[src/rtl/dmem_arb_pkg.sv]
// dmem_arb_pkg: shared widths, memory depth, FSM state and port-select types for dmem_arbiter.
package dmem_arb_pkg;
   localparam int AW        = 20;
   localparam int DW        = 20;
   localparam int MEM_WORDS = 32;
   typedef enum logic [1:0] {IDLE, ISSUE, RESP} state_t;
   typedef enum logic {PORT_A, PORT_B} port_t;
endpackage

[src/rtl/dmem_arbiter_if.sv]
// dmem_arbiter_if: requester A/B handshakes plus data-memory command bus.
// Ports: a_*/b_* req, we, addr, wdata, gnt, rvalid, rdata; mem_* addr, wdata, write, read, toreg, rdata; busy.
// Modports: slave = arbiter side, master = requesters/memory side.
interface dmem_arbiter_if #(
   parameter int AW = dmem_arb_pkg::AW,
   parameter int DW = dmem_arb_pkg::DW
);
   logic          a_req, a_we, a_gnt, a_rvalid;
   logic [AW-1:0] a_addr;
   logic [DW-1:0] a_wdata, a_rdata;
   logic          b_req, b_we, b_gnt, b_rvalid;
   logic [AW-1:0] b_addr;
   logic [DW-1:0] b_wdata, b_rdata;
   logic [AW-1:0] mem_addr;
   logic [DW-1:0] mem_wdata, mem_rdata;
   logic          mem_write, mem_read, mem_toreg, busy;
   modport slave (
      input  a_req, a_we, a_addr, a_wdata, b_req, b_we, b_addr, b_wdata, mem_rdata,
      output a_gnt, a_rvalid, a_rdata, b_gnt, b_rvalid, b_rdata,
             mem_addr, mem_wdata, mem_write, mem_read, mem_toreg, busy
   );
   modport master (
      output a_req, a_we, a_addr, a_wdata, b_req, b_we, b_addr, b_wdata, mem_rdata,
      input  a_gnt, a_rvalid, a_rdata, b_gnt, b_rvalid, b_rdata,
             mem_addr, mem_wdata, mem_write, mem_read, mem_toreg, busy
   );
endinterface

[src/rtl/dmem_arb_pick2.sv]
// dmem_arb_pick2: combinational two-way picker; DMEM_ARB_RR_EN selects round-robin ties, else A wins ties.
// Ports: req_a, req_b (requests), last (port granted last), sel (winner; meaningful only with a request).
module dmem_arb_pick2
   import dmem_arb_pkg::*;
(
   input  logic  req_a,
   input  logic  req_b,
   input  port_t last,
   output port_t sel
);
`ifdef DMEM_ARB_RR_EN
   assign sel = (req_a && req_b) ? ((last == PORT_A) ? PORT_B : PORT_A)
                                 : (req_a ? PORT_A : PORT_B);
`else
   logic unused_last;
   assign unused_last = last;
   assign sel = (req_a || !req_b) ? PORT_A : PORT_B;
`endif
endmodule

[src/rtl/dmem_arbiter.sv]
// dmem_arbiter: two-requester sequencer issuing one 32x20 data-memory access at a time.
// Ports: clk, rst (async, active-high), bus (dmem_arbiter_if.slave: requester handshakes, memory command, busy).
// DMEM_ARB_RR_EN enables round-robin tie-break with a last-grant register; otherwise A has fixed priority.
module dmem_arbiter
   import dmem_arb_pkg::*;
#(
   parameter int AW = dmem_arb_pkg::AW,
   parameter int DW = dmem_arb_pkg::DW
) (
   input logic           clk,
   input logic           rst,
   dmem_arbiter_if.slave bus
);
   state_t        state_q, state_d;
   port_t         sel_q, pick, last;
   logic          we_q, take, issue, resp;
   logic [AW-1:0] addr_q;
   logic [DW-1:0] wdata_q;
   // requests are only looked at while idle
   assign take  = (state_q == IDLE) && (bus.a_req || bus.b_req);
   assign issue = state_q == ISSUE;
   assign resp  = state_q == RESP;
   dmem_arb_pick2 u_pick (.req_a(bus.a_req), .req_b(bus.b_req), .last(last), .sel(pick));
`ifdef DMEM_ARB_RR_EN
   port_t last_q;
   always_ff @(posedge clk or posedge rst)
      if (rst) last_q <= PORT_B;
      else if (take) last_q <= pick;
   assign last = last_q;
`else
   assign last = PORT_B;
`endif
   always_ff @(posedge clk or posedge rst)
      if (rst) state_q <= IDLE;
      else state_q <= state_d;
   always_comb
      state_d = (state_q == IDLE) ? (take ? ISSUE : IDLE) : ((issue && !we_q) ? RESP : IDLE);
   // the latched request is kept after completion; outputs below are gated by state instead
   always_ff @(posedge clk or posedge rst)
      if (rst) begin
         sel_q   <= PORT_A;
         we_q    <= 1'b0;
         addr_q  <= '0;
         wdata_q <= '0;
      end else if (take) begin
         sel_q   <= pick;
         we_q    <= (pick == PORT_A) ? bus.a_we : bus.b_we;
         addr_q  <= (pick == PORT_A) ? bus.a_addr : bus.b_addr;
         wdata_q <= (pick == PORT_A) ? bus.a_wdata : bus.b_wdata;
      end
   always_comb begin
      bus.a_gnt     = issue && (sel_q == PORT_A);
      bus.b_gnt     = issue && (sel_q == PORT_B);
      bus.a_rvalid  = resp && (sel_q == PORT_A);
      bus.b_rvalid  = resp && (sel_q == PORT_B);
      bus.a_rdata   = (resp && (sel_q == PORT_A)) ? bus.mem_rdata : '0;
      bus.b_rdata   = (resp && (sel_q == PORT_B)) ? bus.mem_rdata : '0;
      bus.mem_addr  = issue ? addr_q : '0;
      bus.mem_wdata = issue ? wdata_q : '0;
      bus.mem_write = issue && we_q;
      bus.mem_read  = issue && !we_q;
      // held high outside reset so the memory's address-bypass never overwrites readData
      bus.mem_toreg = !rst;
      bus.busy      = state_q != IDLE;
   end
endmodule

[src/flat_wrapper.sv]
// flat-port wrapper written by rule: the top's interface ports become plain ports
module dmem_arbiter_flat import dmem_arb_pkg::*;
#(
   parameter int AW = dmem_arb_pkg::AW,
   parameter int DW = dmem_arb_pkg::DW
)
  (clk, rst, bus_a_req, bus_a_we, bus_a_addr, bus_a_wdata, bus_b_req, bus_b_we, bus_b_addr, bus_b_wdata, bus_mem_rdata, bus_a_gnt, bus_a_rvalid, bus_a_rdata, bus_b_gnt, bus_b_rvalid, bus_b_rdata, bus_mem_addr, bus_mem_wdata, bus_mem_write, bus_mem_read, bus_mem_toreg, bus_busy);
  dmem_arbiter_if #(.AW(AW), .DW(DW)) bus_i ();
  input logic clk;
  input logic rst;
  input wire logic [$bits(bus_i.a_req)-1:0] bus_a_req;
  input wire logic [$bits(bus_i.a_we)-1:0] bus_a_we;
  input wire logic [$bits(bus_i.a_addr)-1:0] bus_a_addr;
  input wire logic [$bits(bus_i.a_wdata)-1:0] bus_a_wdata;
  input wire logic [$bits(bus_i.b_req)-1:0] bus_b_req;
  input wire logic [$bits(bus_i.b_we)-1:0] bus_b_we;
  input wire logic [$bits(bus_i.b_addr)-1:0] bus_b_addr;
  input wire logic [$bits(bus_i.b_wdata)-1:0] bus_b_wdata;
  input wire logic [$bits(bus_i.mem_rdata)-1:0] bus_mem_rdata;
  output wire logic [$bits(bus_i.a_gnt)-1:0] bus_a_gnt;
  output wire logic [$bits(bus_i.a_rvalid)-1:0] bus_a_rvalid;
  output wire logic [$bits(bus_i.a_rdata)-1:0] bus_a_rdata;
  output wire logic [$bits(bus_i.b_gnt)-1:0] bus_b_gnt;
  output wire logic [$bits(bus_i.b_rvalid)-1:0] bus_b_rvalid;
  output wire logic [$bits(bus_i.b_rdata)-1:0] bus_b_rdata;
  output wire logic [$bits(bus_i.mem_addr)-1:0] bus_mem_addr;
  output wire logic [$bits(bus_i.mem_wdata)-1:0] bus_mem_wdata;
  output wire logic [$bits(bus_i.mem_write)-1:0] bus_mem_write;
  output wire logic [$bits(bus_i.mem_read)-1:0] bus_mem_read;
  output wire logic [$bits(bus_i.mem_toreg)-1:0] bus_mem_toreg;
  output wire logic [$bits(bus_i.busy)-1:0] bus_busy;
  assign bus_i.a_req = bus_a_req;
  assign bus_i.a_we = bus_a_we;
  assign bus_i.a_addr = bus_a_addr;
  assign bus_i.a_wdata = bus_a_wdata;
  assign bus_i.b_req = bus_b_req;
  assign bus_i.b_we = bus_b_we;
  assign bus_i.b_addr = bus_b_addr;
  assign bus_i.b_wdata = bus_b_wdata;
  assign bus_i.mem_rdata = bus_mem_rdata;
  assign bus_a_gnt = bus_i.a_gnt;
  assign bus_a_rvalid = bus_i.a_rvalid;
  assign bus_a_rdata = bus_i.a_rdata;
  assign bus_b_gnt = bus_i.b_gnt;
  assign bus_b_rvalid = bus_i.b_rvalid;
  assign bus_b_rdata = bus_i.b_rdata;
  assign bus_mem_addr = bus_i.mem_addr;
  assign bus_mem_wdata = bus_i.mem_wdata;
  assign bus_mem_write = bus_i.mem_write;
  assign bus_mem_read = bus_i.mem_read;
  assign bus_mem_toreg = bus_i.mem_toreg;
  assign bus_busy = bus_i.busy;
  dmem_arbiter #(.AW(AW), .DW(DW)) u_core (.clk(clk), .rst(rst), .bus(bus_i));
endmodule
[config.mk]
export PLATFORM = sky130hd
export DESIGN_NAME = dmem_arbiter_flat
export DESIGN_NICKNAME = d
export VERILOG_FILES = /design/src/rtl/dmem_arb_pkg.sv /design/src/rtl/dmem_arbiter_if.sv /design/src/rtl/dmem_arb_pick2.sv /design/src/rtl/dmem_arbiter.sv /design/src/flat_wrapper.sv
export SDC_FILE = /design/constraint.sdc
export NUM_CORES = 1
export LEC_CHECK = 0
export ABC_AREA = 1
export CAP_MARGIN = 40
export CORE_MARGIN = 4
export CORE_UTILIZATION = 33
export CTS_BUF_LIST = sky130_fd_sc_hd__clkbuf_4 sky130_fd_sc_hd__clkbuf_8
export DETAILED_ROUTE_END_ITERATION = 10
export GPL_TIMING_DRIVEN = 0
export PLACE_DENSITY = 0.84
export SYNTH_ARGS = -nofsm -noshare
export SYNTH_HDL_FRONTEND = slang
export SYNTH_HIERARCHICAL = 1
export SYNTH_SLANG_ARGS = --single-unit
[constraint.sdc]
create_clock -name clk -period 1.2 [get_ports clk]
set_input_delay 0.18 -clock clk [delete_from_list [all_inputs] [get_ports clk]]
set_output_delay 0.18 -clock clk [all_outputs]
set_load 0.01 [all_outputs]
Word level (Yosys, flattened, before mapping) --
Cells that the tools add are included.
Storage, ports and cells: register bits 44, bits in latches 0, memory bits (writable) 0, memory bits (read-only) 0, input port bits 106, memories 0
Cells by class: add/sub/neg operators 0, multipliers 0, divide/modulo/power cells 0, $lt $le $gt $ge 0, equality and inequality tests 2, shift operators 0, multiplexer cells 11, bitwise gates (word level) 1, reduce and logical (&&, ||, !) cells 14
Operator list (count):
- $mux W20 | 6
- $logic_and A1 B1 Y1 | 7
- $mux W2 | 2
- $logic_not A1 Y1 | 3
- $mux W1 | 3
- $eq A2 B1 Y1 const B | 1
- $eq A2 B2 Y1 const B | 1
- $logic_not A2 Y1 | 1
- $logic_or A1 B1 Y1 | 2
- $reduce_bool A2 Y1 | 1
- $not A1 Y1 | 1

Logic depth before layout (Yosys ltp) --
Gate-level depths: netlist of run 1.
depth in word-level cells 4, gate-level depth with buffers 9, mapped depth without buffers 7

Modules after synthesis --
The synthesis of run 1 kept the hierarchy.
Modules (own cells, without submodules):
- dmem_arbiter | instances 1, cells an instance 483, area an instance 2869.0 um^2
- dmem_arb_pick2 | instances 1, cells an instance 2, area an instance 10.0 um^2

Worst setup path after synthesis of run 1 --
OpenSTA, ideal clock, no wires.
kind input to output, start point input rst, end point output bus_mem_toreg, arrival time 1.150 ns, required time 1.020 ns, slack -0.130 ns, stages on the path 1, path buffers 0, cell sequence inv_1
On the way: word-level cells in the longest chain between the ends 1
Ends and longest elaborated chain:
- start, declared | line flat_wrapper.sv:10 | input logic rst;
- $logic_not A1 Y1 (no line)
- end, declared | line flat_wrapper.sv:30 | output wire logic [$bits(bus_i.mem_toreg)-1:0] bus_mem_toreg;
No other way between the ends.

Worst setup path in the final report of run 1 --
start point register u_core.sel_q, end point output bus_a_rdata[6]
On the way: word-level cells in the longest chain between the ends 3
Ends and longest elaborated chain:
- start, declared | line dmem_arbiter.sv:15 | port_t sel_q, pick, last;
- start signal, assigned | line dmem_arbiter.sv:46 | sel_q <= pick;
- $not A1 Y1 | line dmem_arbiter.sv:56 | bus.a_rdata = (resp && (sel_q == PORT_A)) ? bus.mem_rdata : '0;
- $logic_and A1 B1 Y1 | line dmem_arbiter.sv:56
- $mux W20 | line dmem_arbiter.sv:56
- end, declared | line flat_wrapper.sv:22 | output wire logic [$bits(bus_i.a_rdata)-1:0] bus_a_rdata;
No other way between the ends.

==> report_table.html, run 1 <==
<table>
<tr><th>Metric</th><th>Value</th></tr>
<tr><th colspan="2">Routing</th></tr>
<tr><td>Top Layer Used</td><td>met4</td></tr>
<tr><td>Total wire length</td><td>10,600 microns</td></tr>
<tr><td>Sum of met3 wire segment lengths after detailed routing</td><td>1120 microns</td></tr>
<tr><td>First DRT Iteration DRCs</td><td>89</td></tr>
<tr><td>Total iterations of the first detailed-routing run</td><td>4</td></tr>
<tr><td>Number of routed nets with antenna violations</td><td>0</td></tr>
<tr><td>Final routed DRC violation total</td><td>0</td></tr>
<tr><td>Total number of vias</td><td>3,595</td></tr>
<tr><td>Per-cell routed wire length</td><td>13.0 microns</td></tr>
<tr><td>Vias per Instance</td><td>4.42</td></tr>
<tr><td>Met2 wire length</td><td>5600 microns</td></tr>
<tr><td>Post-Route M1 WL</td><td>3730 microns</td></tr>
<tr><th colspan="2">Setup path</th></tr>
<tr><td>Worst R2R Start</td><td>u_core/state_q[0]</td></tr>
<tr><td>Startpoint type of the worst setup path</td><td>register</td></tr>
<tr><td>Category of the most critical setup path</td><td>reg -&gt; out</td></tr>
<tr><td>Number of cells traversed by the worst register-to-register path</td><td>6</td></tr>
<tr><td>Crit path arrival time</td><td>1.35 ns</td></tr>
<tr><td>Worst-path cell with the longest stage delay</td><td>dfrtp_2</td></tr>
<tr><td>CP peak stage delay</td><td>0.45 ns</td></tr>
<tr><td>Crit-path leading delay family</td><td>flip-flops</td></tr>
<tr><td>Cell count along the critical path</td><td>5</td></tr>
<tr><td>Max Fanout on Critical Path</td><td>5</td></tr>
<tr><td>Worst EP required</td><td>1.02 ns</td></tr>
<tr><td>CP endpoint kind</td><td>primary output</td></tr>
<tr><td>Critical path origin</td><td>u_core/sel_q</td></tr>
<tr><td>CP cell instances</td><td>inv_2 &gt; nand3_4 &gt; buf_6 &gt; nor2_1 &gt; buf_2</td></tr>
<tr><td>Count of buffering cells on the critical path with inverters included</td><td>3</td></tr>
<tr><th colspan="2">STA</th></tr>
<tr><td>Hold Slack</td><td>-0.0566 ns</td></tr>
<tr><td>Maximum clock frequency</td><td>653 MHz</td></tr>
<tr><td>Total count of hold-check failures in the final report</td><td>24</td></tr>
<tr><td>Final setup violating endpoints</td><td>129</td></tr>
<tr><td>Fin Clk Skew</td><td>0.00492 ns</td></tr>
<tr><td>Max-slew headroom at the worst pin</td><td>0.649</td></tr>
<tr><td>Crit path setup slack, layout</td><td>-0.331 ns</td></tr>
<tr><td>Min Clock Period, post-route</td><td>1.53 ns</td></tr>
<tr><td>Actual slew at the worst max-slew pin</td><td>0.524 ns</td></tr>
<tr><td>Final worst path period share</td><td>1.28</td></tr>
<tr><td>Setup repair after global routing missed its margin</td><td>yes</td></tr>
<tr><td>Final slew viol count</td><td>0</td></tr>
<tr><th colspan="2">Job</th></tr>
<tr><td>Number of violations of the max-capacitance limit</td><td>0</td></tr>
<tr><th colspan="2">Clocking</th></tr>
<tr><td>Post-cts hold buffer count</td><td>2</td></tr>
<tr><td>Clock insertion delay at the later pin of the skew report</td><td>0.29 ns</td></tr>
<tr><td>CTS tree</td><td>built</td></tr>
<tr><td>Total number of clock tree sinks</td><td>44</td></tr>
<tr><td>Clock slew seen by the registers of the worst setup and hold paths</td><td>0.08 ns</td></tr>
<tr><td>Level count of the clock H-tree</td><td>2</td></tr>
<tr><td>Library cell used as clock root buffer</td><td>clkbuf_8</td></tr>
<tr><td>CTS Buffer Depth</td><td>2</td></tr>
<tr><td>TritonCTS Buffers</td><td>5</td></tr>
<tr><th colspan="2">Global route</th></tr>
<tr><td>Maximum number of pins on one net before global-route repair</td><td>26</td></tr>
<tr><td>Initial antenna violation count</td><td>0</td></tr>
<tr><td>Global router's overall resource usage</td><td>0.199</td></tr>
<tr><td>Global-route congestion overflow total</td><td>0</td></tr>
<tr><td>Global-route wire length before repair</td><td>16,400 microns</td></tr>
<tr><td>Via count of the first global-routing pass</td><td>3,568</td></tr>
<tr><th colspan="2">Synth</th></tr>
<tr><td>Net Count, Synth</td><td>590</td></tr>
<tr><td>Post-Synthesis Cell Area</td><td>2880 sq um</td></tr>
<tr><td>Gate Count Post-Synth</td><td>484</td></tr>
<tr><td>Total number of yosys warnings</td><td>6</td></tr>
<tr><td>Synthesized area per cell</td><td>5.94 sq um</td></tr>
<tr><th colspan="2">Finish</th></tr>
<tr><td>Syn-to-layout area delta</td><td>90.1%</td></tr>
<tr><td>Storage element area</td><td>1100 sq um</td></tr>
<tr><td>FILL cells</td><td>726</td></tr>
<tr><td>Utilization of the core after routing</td><td>0.655</td></tr>
<tr><td>Filler-free cell count of the finished design</td><td>813</td></tr>
<tr><td>Area taken by multi-input logic gates</td><td>1660 sq um</td></tr>
<tr><td>Share of post-route cells with drive strength above 1</td><td>0.301</td></tr>
<tr><td>Number of inserted diodes</td><td>0</td></tr>
<tr><td>Final net count</td><td>814</td></tr>
<tr><th colspan="2">Pwr</th></tr>
<tr><td>PwrDens</td><td>1750 nW/um^2</td></tr>
<tr><td>Net switching fraction of the power</td><td>0.430</td></tr>
<tr><td>Clock Power Share</td><td>0.093</td></tr>
<tr><td>Power share of the sequential group</td><td>0.273</td></tr>
<tr><td>P_sw</td><td>4.12 mW</td></tr>
<tr><td>Portion of total power attributed to combinational logic</td><td>0.634</td></tr>
<tr><td>Cell internal power dissipation</td><td>5.46 mW</td></tr>
<tr><td>PnR Total Power</td><td>9.57 mW</td></tr>
<tr><td>Leakage</td><td>3.01 nW</td></tr>
<tr><td>Peak supply drop</td><td>0.734 mV</td></tr>
<tr><th colspan="2">Floorplan</th></tr>
<tr><td>Die Span Y</td><td>101 microns</td></tr>
<tr><td>Site row count</td><td>33</td></tr>
<tr><td>Effective utilization at floorplan</td><td>0.345</td></tr>
<tr><td>Die area</td><td>10,300 sq um</td></tr>
<tr><td>Area of the core region</td><td>8340 sq um</td></tr>
<tr><td>Horizontal extent of the die</td><td>101 microns</td></tr>
<tr><td>Ports</td><td>194</td></tr>
<tr><th colspan="2">Run status</th></tr>
<tr><td>Violations in the final reports</td><td>negative hold slack, negative setup slack</td></tr>
<tr><td>Outcome</td><td>complete, but fails checks</td></tr>
<tr><th colspan="2">Place</th></tr>
<tr><td>Cell count after placement</td><td>783</td></tr>
<tr><td>Half-perimeter wire length of the detailed placement result</td><td>7850 microns</td></tr>
<tr><td>Count of port buffers added during placement</td><td>193</td></tr>
<tr><td>Gp weighted congestion</td><td>0.769</td></tr>
<tr><th colspan="2">Hold path</th></tr>
<tr><td>Hold Path Class</td><td>in -&gt; async</td></tr>
</table>
[tightest hold or removal path, delay by kind of cell]
family	cells	cell delay [ns]
buffers and inverters	3	0.39
[worst paths after layout]
kind / end / slack, ns
min in group clk: u_core/wdata_q[6] / 0.48
min: u_core/wdata_q[13] / -0.06
max reg2reg: u_core/addr_q[6] / -0.15
max: bus_a_rdata[6] / -0.33
max in group asynchronous: u_core/wdata_q[2] / 0.20
min reg2reg: u_core/wdata_q[6] / 0.48
[routing by layer]
layer | global-route usage | vias to the layer above
met5 | 0 | -
met4 | 0.0511 | 0
met3 | 0.0627 | 14
met2 | 0.382 | 140
met1 | 0.208 | 1624
li1 | - | 1817
[cell type report]
type | instances | area share
Tap cell | 105 | 0.0240
Timing Repair inverter | 1 | 0.000916
Buffer | 25 | 0.0488
Timing Repair Buffer | 215 | 0.357
Multi-Input combinational cell | 345 | 0.303
Clock inverter | 1 | 0.000916
Inverter | 71 | 0.0499
Clock buffer | 6 | 0.0140
Sequential cell | 44 | 0.202
[flip-flops by register name, indices dropped and copies added, names as in the netlist]
| register | cells |
|---|---|
| u_core/wdata_q | 20 |
| u_core/addr_q | 20 |
| u_core/sel_q | 1 |
| u_core/we_q | 1 |
| u_core/state_q | 2 |
[through the flow]
step                      worst slack (ns)  hold WS, ns  instance area [sq um]  TNS [ns]
after floorplan                      0.111        0.202                   2880         0
after global placement               -1.24        0.462                   4940    -61.40
after detailed placement            -0.993        0.467                   4960    -58.02
after CTS                           -0.335      -0.0549                   5100    -31.67
after global routing                -0.400      -0.0483                   5470    -40.16
final                               -0.331      -0.0566                   5470    -30.80
[power groups by stage]
stage | Clock (mW) | Combinational [mW] | Sequential [mW]
after floorplan | 0 | 2.67 | 2.51
after global placement | 0 | 4.85 | 2.58
after detailed placement | 0 | 4.95 | 2.61
after CTS | 0.925 | 5.47 | 2.60
after global routing | 0.987 | 6.68 | 2.70
final | 0.889 | 6.07 | 2.62
[cells in the final DEF, fill, tap and decap left out, drive strengths merged, types with 2 or more instances in the layout]
cell,n
nor2,89
clkdlybuf4s50,104
clkbuf,8
nand3,3
dlygate4sd3,2
inv,70
dfrtp,44
nand2,253
clkinvlp,2
buf,131
[repair_timing]
| item | CTS | global route |
|---|---|---|
| endpoints found under the setup margin | 128 | 129 |
| endpoints found under the hold margin | 44 | 24 |
| setup buffers | 10 | 3 |
| pin swaps | 3 | 3 |
| gates cloned | 8 | 0 |
| resized for setup | 434 | 82 |
Note: power is estimated with default switching activity, not from simulation.
==> inputs of run 2 (changes only) <==
- GPL_TIMING_DRIVEN: 0 -> not set
==> run 2 against run 1 <==
  * The run ends with negative setup slack left
  * Total power increased by 4.5%
  * Non-clock buffer count shrank 3
  * Register-to-register slack about the same
  * Die area stayed put
  * Clock power is 12% higher
  * Sequential power about the same
  * Critical path depth stayed put
  * Critical path type unchanged
  * Critical endpoint is now bus_mem_wdata[6]
  * Largest power group unchanged
==> report_table.html, run 2 (synthesis gave the netlist of run 1 again) <==
<table>
<tr><th>Metric</th><th>Value</th></tr>
<tr><th colspan="2">Finish</th></tr>
<tr><td>Storage element area</td><td>1100 sq um</td></tr>
<tr><td>Share of post-route cells with drive strength above 1</td><td>0.303</td></tr>
<tr><td>Most frequent standard cell in the layout excluding fill and tap cells</td><td>nand2_1</td></tr>
<tr><td>FILL cells</td><td>742</td></tr>
<tr><td>Filler-free cell count of the finished design</td><td>812</td></tr>
<tr><td>Area taken by multi-input logic gates</td><td>1620 sq um</td></tr>
<tr><td>Regs by FF count</td><td>u_core/addr_q: 20 flops, u_core/wdata_q: 20 flops, u_core/state_q: 2 flops</td></tr>
<tr><td>Syn-to-layout area delta</td><td>86.3%</td></tr>
<tr><td>Commonest cells after routing, fill and taps aside</td><td>nand2_1 (218), clkdlybuf4s50_1 (103), buf_2 (77)</td></tr>
<tr><td>Number of inserted diodes</td><td>0</td></tr>
<tr><td>Design area</td><td>5360 sq um</td></tr>
<tr><td>Final net count</td><td>812</td></tr>
<tr><th colspan="2">Setup path</th></tr>
<tr><td>Register-to-register setup slack</td><td>-0.15 ns</td></tr>
<tr><td>Count of buffering cells on the critical path with inverters included</td><td>3</td></tr>
<tr><td>Startpoint type of the worst setup path</td><td>register</td></tr>
<tr><td>Category of the most critical setup path</td><td>reg -&gt; out</td></tr>
<tr><td>Crit path arrival time</td><td>1.36 ns</td></tr>
<tr><td>End of the worst register-to-register path</td><td>u_core/addr_q[10]</td></tr>
<tr><td>Crit-path leading delay family</td><td>flip-flops</td></tr>
<tr><td>Worst-path cell with the longest stage delay</td><td>dfrtp_2</td></tr>
<tr><td>Worst R2R Start</td><td>u_core/state_q[1]</td></tr>
<tr><td>Critical path origin</td><td>u_core/state_q[1]</td></tr>
<tr><td>Worst EP required</td><td>1.02 ns</td></tr>
<tr><td>Max Fanout on Critical Path</td><td>7</td></tr>
<tr><td>CP endpoint kind</td><td>primary output</td></tr>
<tr><td>CP peak stage delay</td><td>0.46 ns</td></tr>
<tr><td>Number of cells traversed by the worst register-to-register path</td><td>8</td></tr>
<tr><td>CP cell instances</td><td>inv_4 &gt; nand2_8 &gt; clkbuf_16 &gt; nor2_1 &gt; buf_2</td></tr>
<tr><th colspan="2">Clocking</th></tr>
<tr><td>Level count of the clock H-tree</td><td>2</td></tr>
<tr><td>Clock insertion delay at the later pin of the skew report</td><td>0.29 ns</td></tr>
<tr><td>CTS tree</td><td>built</td></tr>
<tr><td>Total number of clock tree sinks</td><td>44</td></tr>
<tr><td>CTS Buffer Depth</td><td>2</td></tr>
<tr><td>TritonCTS Buffers</td><td>5</td></tr>
<tr><td>Library cell used as clock root buffer</td><td>clkbuf_8</td></tr>
<tr><td>Clock slew seen by the registers of the worst setup and hold paths</td><td>0.08 ns</td></tr>
<tr><th colspan="2">Place</th></tr>
<tr><td>Post-Place Cell Area</td><td>4990 sq um</td></tr>
<tr><td>Cell count after placement</td><td>782</td></tr>
<tr><td>Setup WS pre-CTS</td><td>-0.593 ns</td></tr>
<tr><td>Gp weighted congestion</td><td>0.771</td></tr>
<tr><td>Count of port buffers added during placement</td><td>193</td></tr>
<tr><td>Half-perimeter wire length of the detailed placement result</td><td>7540 microns</td></tr>
<tr><th colspan="2">Pwr</th></tr>
<tr><td>PwrDens</td><td>1870 nW/um^2</td></tr>
<tr><td>Leakage</td><td>3.09 nW</td></tr>
<tr><td>Peak supply drop</td><td>1.00 mV</td></tr>
<tr><th colspan="2">Floorplan</th></tr>
<tr><td>Horizontal extent of the die</td><td>101 microns</td></tr>
<tr><td>Die Span Y</td><td>101 microns</td></tr>
<tr><td>Effective utilization at floorplan</td><td>0.345</td></tr>
<tr><td>Site row count</td><td>33</td></tr>
<tr><td>Die area</td><td>10,300 sq um</td></tr>
<tr><td>Ports</td><td>194</td></tr>
<tr><td>Area of the core region</td><td>8340 sq um</td></tr>
<tr><th colspan="2">STA</th></tr>
<tr><td>Total count of hold-check failures in the final report</td><td>0</td></tr>
<tr><td>Final worst path period share</td><td>1.28</td></tr>
<tr><td>Final setup violating endpoints</td><td>128</td></tr>
<tr><td>Crit path setup slack, layout</td><td>-0.336 ns</td></tr>
<tr><td>Final slew viol count</td><td>0</td></tr>
<tr><td>Min Clock Period, post-route</td><td>1.54 ns</td></tr>
<tr><td>Actual slew at the worst max-slew pin</td><td>0.565 ns</td></tr>
<tr><td>Maximum clock frequency</td><td>651 MHz</td></tr>
<tr><td>Setup_tns</td><td>-26.34 ns</td></tr>
<tr><td>Fin Clk Skew</td><td>0.00604 ns</td></tr>
<tr><td>Setup repair after global routing missed its margin</td><td>yes</td></tr>
<tr><td>Max-slew headroom at the worst pin</td><td>0.623</td></tr>
<tr><th colspan="2">Global route</th></tr>
<tr><td>Maximum number of pins on one net before global-route repair</td><td>45</td></tr>
<tr><td>Global router's overall resource usage</td><td>0.199</td></tr>
<tr><td>Initial antenna violation count</td><td>0</td></tr>
<tr><td>Global-route wire length before repair</td><td>16,200 microns</td></tr>
<tr><td>Global-route congestion overflow total</td><td>0</td></tr>
<tr><td>Via count of the first global-routing pass</td><td>3,511</td></tr>
<tr><th colspan="2">Run status</th></tr>
<tr><td>Outcome</td><td>complete, but fails checks</td></tr>
<tr><td>Violations in the final reports</td><td>negative setup slack</td></tr>
<tr><th colspan="2">Job</th></tr>
<tr><td>Number of violations of the max-capacitance limit</td><td>0</td></tr>
<tr><th colspan="2">Routing</th></tr>
<tr><td>Total iterations of the first detailed-routing run</td><td>4</td></tr>
<tr><td>Total number of vias</td><td>3,632</td></tr>
<tr><td>First DRT Iteration DRCs</td><td>126</td></tr>
<tr><td>Number of routed nets with antenna violations</td><td>0</td></tr>
<tr><td>Final routed DRC violation total</td><td>0</td></tr>
<tr><td>Vias per Instance</td><td>4.47</td></tr>
<tr><td>Per-cell routed wire length</td><td>13.6 microns</td></tr>
<tr><td>Total wire length</td><td>11,000 microns</td></tr>
<tr><th colspan="2">Hold path</th></tr>
<tr><td>Hold Path Class</td><td>in -&gt; async</td></tr>
</table>
-- run 2: changes by cell type in the layout (fill, tap and decap cells not counted), sizes merged --
cell / before / now
bufbuf: 0 / 1
dlygate4sd3: 2 / 0
dlygate4sd2: 1 / 2
clkbuf: 8 / 11
buf: 131 / 128
clkdlybuf4s50: 104 / 103
clkinv: 1 / 0
nor2: 89 / 92
nand2: 253 / 252
clkinvlp: 2 / 1
-- run 2: how the worst max path moves through the flow --
stage                     slack, ns  cells after the start            endpoint
after detailed placement      -0.59                      5   u_core/addr_q[11]
after floorplan                0.11                      4           bus_a_gnt
final                         -0.34                      5    bus_mem_wdata[6]
after CTS                     -0.35                      5   bus_mem_wdata[15]
after global routing          -0.41                      5    bus_mem_wdata[6]
after global placement        -0.50                      5  u_core/wdata_q[15]
-- run 2: report_power, final --
group	internal [mW]	total [mW]	switching, mW	leakage, nW
logic	3.01	6.38	3.37	2.50
registers	2.19	2.62	0.431	0.545
clock network	0.515	0.998	0.483	0.0523
-- run 2: tightest hold or removal path, cell delays in order --
cell             delay [ns]
clkdlybuf4s50_1        0.44
clkinvlp_4             0.11
buf_4                  0.47
-- run 2: layer usage --
metal  part of all wire  routed length, microns  track usage  vias up
met5                  0                       0            0        -
met4              0.020                     216       0.0613        0
met3              0.094                    1040       0.0537       18
met2               0.51                    5670        0.372      159
met1               0.37                    4090        0.216     1642
li1                   -                       -            -     1813
-- run 2: layout make-up --
| cell class | instances | area share |
|---|---|---|
| flip-flops and latches | 44 | 0.206 |
| well taps | 105 | 0.0245 |
| repair buffers | 237 | 0.398 |
| inverters | 71 | 0.0514 |
| multi-input cells | 347 | 0.302 |
| clock buffers | 8 | 0.0182 |
-- run 2: timing repair --
item	in CTS	in global routing
endpoints found under the hold margin	0	0
resized for setup	375	99
hold buffers	0	0
gates cloned	5	2
endpoints found under the setup margin	130	129
setup buffers	12	4
pin swaps	7	15
-- run 2: per-stage QoR --
stage          hold WS [ns]   util  power, mW
2_1_floorplan         0.202      -       5.17
3_3_place_gp          0.461  0.599       7.44
3_5_place_dp          0.465  0.599       7.59
4_1_cts               0.486  0.613       9.03
5_1_grt               0.506  0.642       10.8
6_report              0.445  0.642       10.0
